<file path="src/rtl/stack_unit.sv">
`default_nettype none
// ============================================================================
// Module      : stack_unit
// Description : Parameterised LIFO stack with push, pop, peek (tos),
//               replace-top and empty-bypass, plus sticky overflow and
//               underflow flags. Storage itself is not reset.
// Revision    : 1.0 - initial release
// ============================================================================
module stack_unit #(
  parameter int WIDTH = 8,
  parameter int DEPTH = 8
) (
  input  logic                     clk,
  input  logic                     rst,
  input  logic                     push,
  input  logic                     pop,
  input  logic                     tos,
  input  logic [WIDTH-1:0]         d_in,
  input  logic                     clr_err,
  output logic [WIDTH-1:0]         d_out,
  output logic [$clog2(DEPTH):0]   count,
  output logic                     full,
  output logic                     empty,
  output logic                     ovf,
  output logic                     unf
);

  localparam int              AW       = $clog2(DEPTH);
  localparam logic [AW:0]     SP_ONE   = (AW+1)'(1);
  localparam logic [AW:0]     SP_DEPTH = (AW+1)'(DEPTH);
  localparam logic [AW-1:0]   IDX_ONE  = AW'(1);

  logic [WIDTH-1:0] mem_q [DEPTH];

  logic [AW:0]      sp_q, sp_d;
  logic [WIDTH-1:0] dout_q, dout_d;
  logic             ovf_q, ovf_d;
  logic             unf_q, unf_d;

  logic             w_we;
  logic [AW-1:0]    w_waddr;
  logic [AW-1:0]    w_top_idx;
  logic [WIDTH-1:0] w_top;
  logic             w_replace;

  // Occupancy flags come straight from the stack pointer.
  assign full      = (sp_q == SP_DEPTH);
  assign empty     = (sp_q == '0);
  assign count     = sp_q;
  assign d_out     = dout_q;
  assign ovf       = ovf_q;
  assign unf       = unf_q;

  // Top entry sits one below the next-free slot; the index is only used when not empty.
  assign w_top_idx = sp_q[AW-1:0] - IDX_ONE;
  assign w_top     = mem_q[w_top_idx];

  // Push together with pop (or with tos when pop is absent) swaps the top entry.
  assign w_replace = push & (pop | tos);

  // Next-state decode: one operation per cycle, priority replace > pop > push > tos.
  always_comb begin
    sp_d    = sp_q;
    dout_d  = dout_q;
    ovf_d   = clr_err ? 1'b0 : ovf_q;
    unf_d   = clr_err ? 1'b0 : unf_q;
    w_we    = 1'b0;
    w_waddr = sp_q[AW-1:0];
    if (w_replace) begin
      if (empty) begin
        dout_d = d_in;
      end else begin
        dout_d  = w_top;
        w_we    = 1'b1;
        w_waddr = w_top_idx;
      end
    end else if (pop) begin
      if (empty) begin
        unf_d = 1'b1;
      end else begin
        dout_d = w_top;
        sp_d   = sp_q - SP_ONE;
      end
    end else if (push) begin
      if (full) begin
        ovf_d = 1'b1;
      end else begin
        w_we = 1'b1;
        sp_d = sp_q + SP_ONE;
      end
    end else if (tos) begin
      if (empty) begin
        unf_d = 1'b1;
      end else begin
        dout_d = w_top;
      end
    end
  end

  // Control state: pointer, read register and sticky flags, async reset.
  always_ff @(posedge clk or posedge rst) begin
    if (rst) begin
      sp_q   <= '0;
      dout_q <= '0;
      ovf_q  <= 1'b0;
      unf_q  <= 1'b0;
    end else begin
      sp_q   <= sp_d;
      dout_q <= dout_d;
      ovf_q  <= ovf_d;
      unf_q  <= unf_d;
    end
  end

  // Storage array: no reset, writes suppressed while rst is held.
  always_ff @(posedge clk) begin
    if (w_we && !rst) begin
      mem_q[w_waddr] <= d_in;
    end
  end

endmodule
`default_nettype wire

</file>
<file path="config.mk">
export PLATFORM = sky130hd
export DESIGN_NAME = stack_unit
export DESIGN_NICKNAME = d
export VERILOG_FILES = /design/src/rtl/stack_unit.sv
export SDC_FILE = /design/constraint.sdc
export NUM_CORES = 1
export LEC_CHECK = 0
export CAP_MARGIN = 30
export CORE_MARGIN = 2
export CORE_UTILIZATION = 61
export DETAILED_ROUTE_END_ITERATION = 16
export GPL_TIMING_DRIVEN = 0
export PLACE_DENSITY = 0.83
export SETUP_SLACK_MARGIN = 0.2
export SYNTH_ARGS = -nofsm -noshare
export SYNTH_HDL_FRONTEND = slang
export SYNTH_SLANG_ARGS = --single-unit
export TNS_END_PERCENT = 50
</file>
<file path="constraint.sdc">
create_clock -name clk -period 7.5 [get_ports clk]
set_input_delay 2.25 -clock clk [delete_from_list [all_inputs] [get_ports clk]]
set_output_delay 2.25 -clock clk [all_outputs]
set_load 0.05 [all_outputs]
</file>
==> impl_metrics.yaml <==
critical_path:
  reg2reg_depth: 8
  critical_path_required_ns: 5.25
  worstSetupPathType: "reg -> out"
  crit_fanout: 10
  crit_path_end_kind: "output port"
  crit_arrival_ns: 2.92
  crit_path_start_kind: "flip-flop"
detailed_routing:
  num_vias: 2065
  routed.top_layer: "met4"
  wl_um: 7050
  ant_nets: 0
  drc: 0
  wire_per_inst_um: 22.7
  wl_met2_um: 3460
  dr_wl_met3_um: 698
  met1Wirelength_um: 2640
  dr.pass1.iters: 9
  viasPerCell: 6.66
  detail_route.iter0.violations: 270
place:
  place.gp.congestion: 0.890
  portBuffers: 29
  hpwl_um: 4840
  pre_cts_slack_ns: 2.55
clock_network:
  htreeDepth: 3
  clkTransAtPathRegs_ns: 0.08
  cts_sinks: 78
  cts_tree: "built"
  clk_latency_ns: 0.35
  cts_made_buffers: 9
  cts.repair.resized: 0
  cts-root-buf: "clkbuf_8"
  cts_buffer_depth: 2
  postCtsSetupBuffers: 0
  ctsHoldBuffers: 0
global_route:
  grt_pass1_vias: 2063
  grt_pass1_wl_um: 11000
  grt_antenna_before_repair: 0
  grtUsageTotal: 0.258
  gr-total-overflow: 0
  grt_start_max_net_pins: 15
timing:
  fin_ws_ns: 2.33
  fin_skew_ns: 0.0129
  fmax_ghz: 0.194
  fin_tns_setup_ns: 0
  slew_violations: 0
  rsz0062_at_grt: "false"
  hold_viol: 0
  min_period_ns: 5.17
  fin_hold_ws_ns: 0.538
  finalCritPeriodShare: 0.689
  final-setup-viol-count: 0
  tightest_slew_ns: 0.867
  relSlewSlack: 0.417
die:
  num_rows: 26
  start_util: 0.631
  die_w_um: 76.5
  dieArea_um2: 5850
  ios: 30
  die_y_um: 76.5
  core_um2: 5070
synthesis:
  synthTopCellsByArea: "edfxtp_1 (60%), mux4_2 (11%), dfrtp_1 (11%)"
  yosysTopAreaCell: "edfxtp_1"
  synth_seq_cells: 78
  syn_avg_cell_area_um2: 17.2
  syn-num-nets: 204
  synthCells: 186
  ys_seq_area_frac: 0.709
  synth.yosys.warnings: 0
  synth_top_area_frac: 0.600
  syn_area_um2: 3200
  synth_cell_types: 37
power:
  vdd_drop_max_mv: 0.242
  leakage_nw: 1.36
  p_total_mw: 1.54
  power_density_nw_per_um2: 400
final_layout:
  fin_nets: 253
  final_cell_mix: "edfxtp_1 (64), clkdlybuf4s50_1 (29), mux4_2 (16), nand2_1 (16), dfrtp_1 (14)"
  drive_gt1_frac: 0.204
  synthToLayoutAreaGrowth_pct: 20.4
  final_common_cell: "edfxtp_1"
  insertedDiodeCount: 0
  n_fill_cell: 304
worst_hold_path:
  holdPathStages: 2
  hp-class: "reg -> reg"
outcome:
  status: "finished clean"
job:
  maxCapViolCount: 0
==> synthesized netlist by cell type <==
| cell type | n |
|---|---|
| or4b_1 | 1 |
| nand2_1 | 16 |
| nor2_1 | 5 |
| o31a_1 | 1 |
| or2_2 | 1 |
| mux4_2 | 16 |
| xor2_1 | 1 |
| nor3b_1 | 1 |
| nand3b_1 | 1 |
| o31ai_1 | 1 |
| inv_2 | 1 |
| inv_1 | 8 |
| nand4_1 | 1 |
| nor3_1 | 12 |
| o22ai_1 | 2 |
| buf_4 | 1 |
| o21ai_0 | 5 |
| a21o_1 | 1 |
| nand2b_1 | 2 |
| or3b_4 | 2 |
| nor2b_1 | 2 |
| o211a_1 | 1 |
| xnor2_1 | 1 |
| ha_1 | 3 |
| buf_2 | 1 |
| dfrtp_1 | 14 |
| a21oi_1 | 4 |
| o32ai_1 | 1 |
| fa_1 | 1 |
| buf_1 | 1 |
| o21a_1 | 1 |
| or3b_2 | 1 |
| edfxtp_1 | 64 |
| clkbuf_2 | 1 |
| a222oi_1 | 8 |
| o21ai_1 | 2 |
| mux2i_1 | 1 |
==> metrics by stage <==
stage          utilization  instance area, um2  std cells
6_report             0.760                3850        310
4_1_cts              0.760                3850        310
3_3_place_gp         0.706                3580        285
5_1_grt              0.760                3850        310
2_1_floorplan            -                3200        186
3_5_place_dp         0.718                3650        294
==> final timing paths <==
| check | from | to | slack (ns) |
|---|---|---|---|
| worst max-delay path | count[0]$_DFFE_PP0P_ | empty | 2.33 |
| worst min-delay path | d_out[1]$_DFFE_PP0P_ | d_out[1]$_DFFE_PP0P_ | 0.54 |
| worst max register to register | count[0]$_DFFE_PP0P_ | mem_q[4][6]$_DFFE_PP_ | 3.85 |
| worst min register to register | d_out[1]$_DFFE_PP0P_ | d_out[1]$_DFFE_PP0P_ | 0.54 |
| max in group asynchronous | rst | d_out[1]$_DFFE_PP0P_ | 4.78 |
| min in group asynchronous | rst | ovf$_DFF_PP0_ | 2.32 |
==> worst max-delay path: stages, from the launching register on <==
cell and delay, ns:
dfrtp_1 0.40, buf_2 0.24, inv_1 0.24, ha_1 0.30, or3b_4 0.43, inv_2 0.14
clkdlybuf4s50_1 0.82
==> cell families after synthesis <==
logic type | count (synthesis) | share of synthesized area
DFF | 78 | 0.709
and+or+nand+nor | 45 | 0.0727
AOI/OAI and AO/OA | 27 | 0.0617
muxes | 17 | 0.116
buffers and inverters | 13 | 0.0172
adders and majority gates | 4 | 0.0180
xor gates and xnor gates | 2 | 0.00547
==> where the power goes <==
part | switching, mW | leakage, nW | total [mW] | internal (mW)
sequential | 0.0419 | 0.747 | 0.573 | 0.531
combinational | 0.388 | 0.512 | 0.650 | 0.262
clock | 0.149 | 0.0976 | 0.320 | 0.171
==> layout make-up <==
cell class              count  area, um2  share of cell area
plain buffers               4       21.3             0.00552
clock buffers              11        151              0.0393
clock inverters             5       57.6              0.0149
inverters                   9       33.8             0.00876
multi-input cells          95        876               0.227
flip-flops and latches     78       2270               0.589
well taps                  70       87.6              0.0227
repair buffers             38        355              0.0922
==> flip-flops by register name, indices dropped and copies added (netlist names) <==
signal and flops:
count 4, d_out 8, unf 1, mem_q 64, ovf 1
==> metal layers <==
metal  vias up  track usage
met5         -            0
met4         0       0.0964
met3        35       0.0770
met2       165        0.408
met1      1018        0.344
li1        847            -
(Power assumes the default switching activity.)
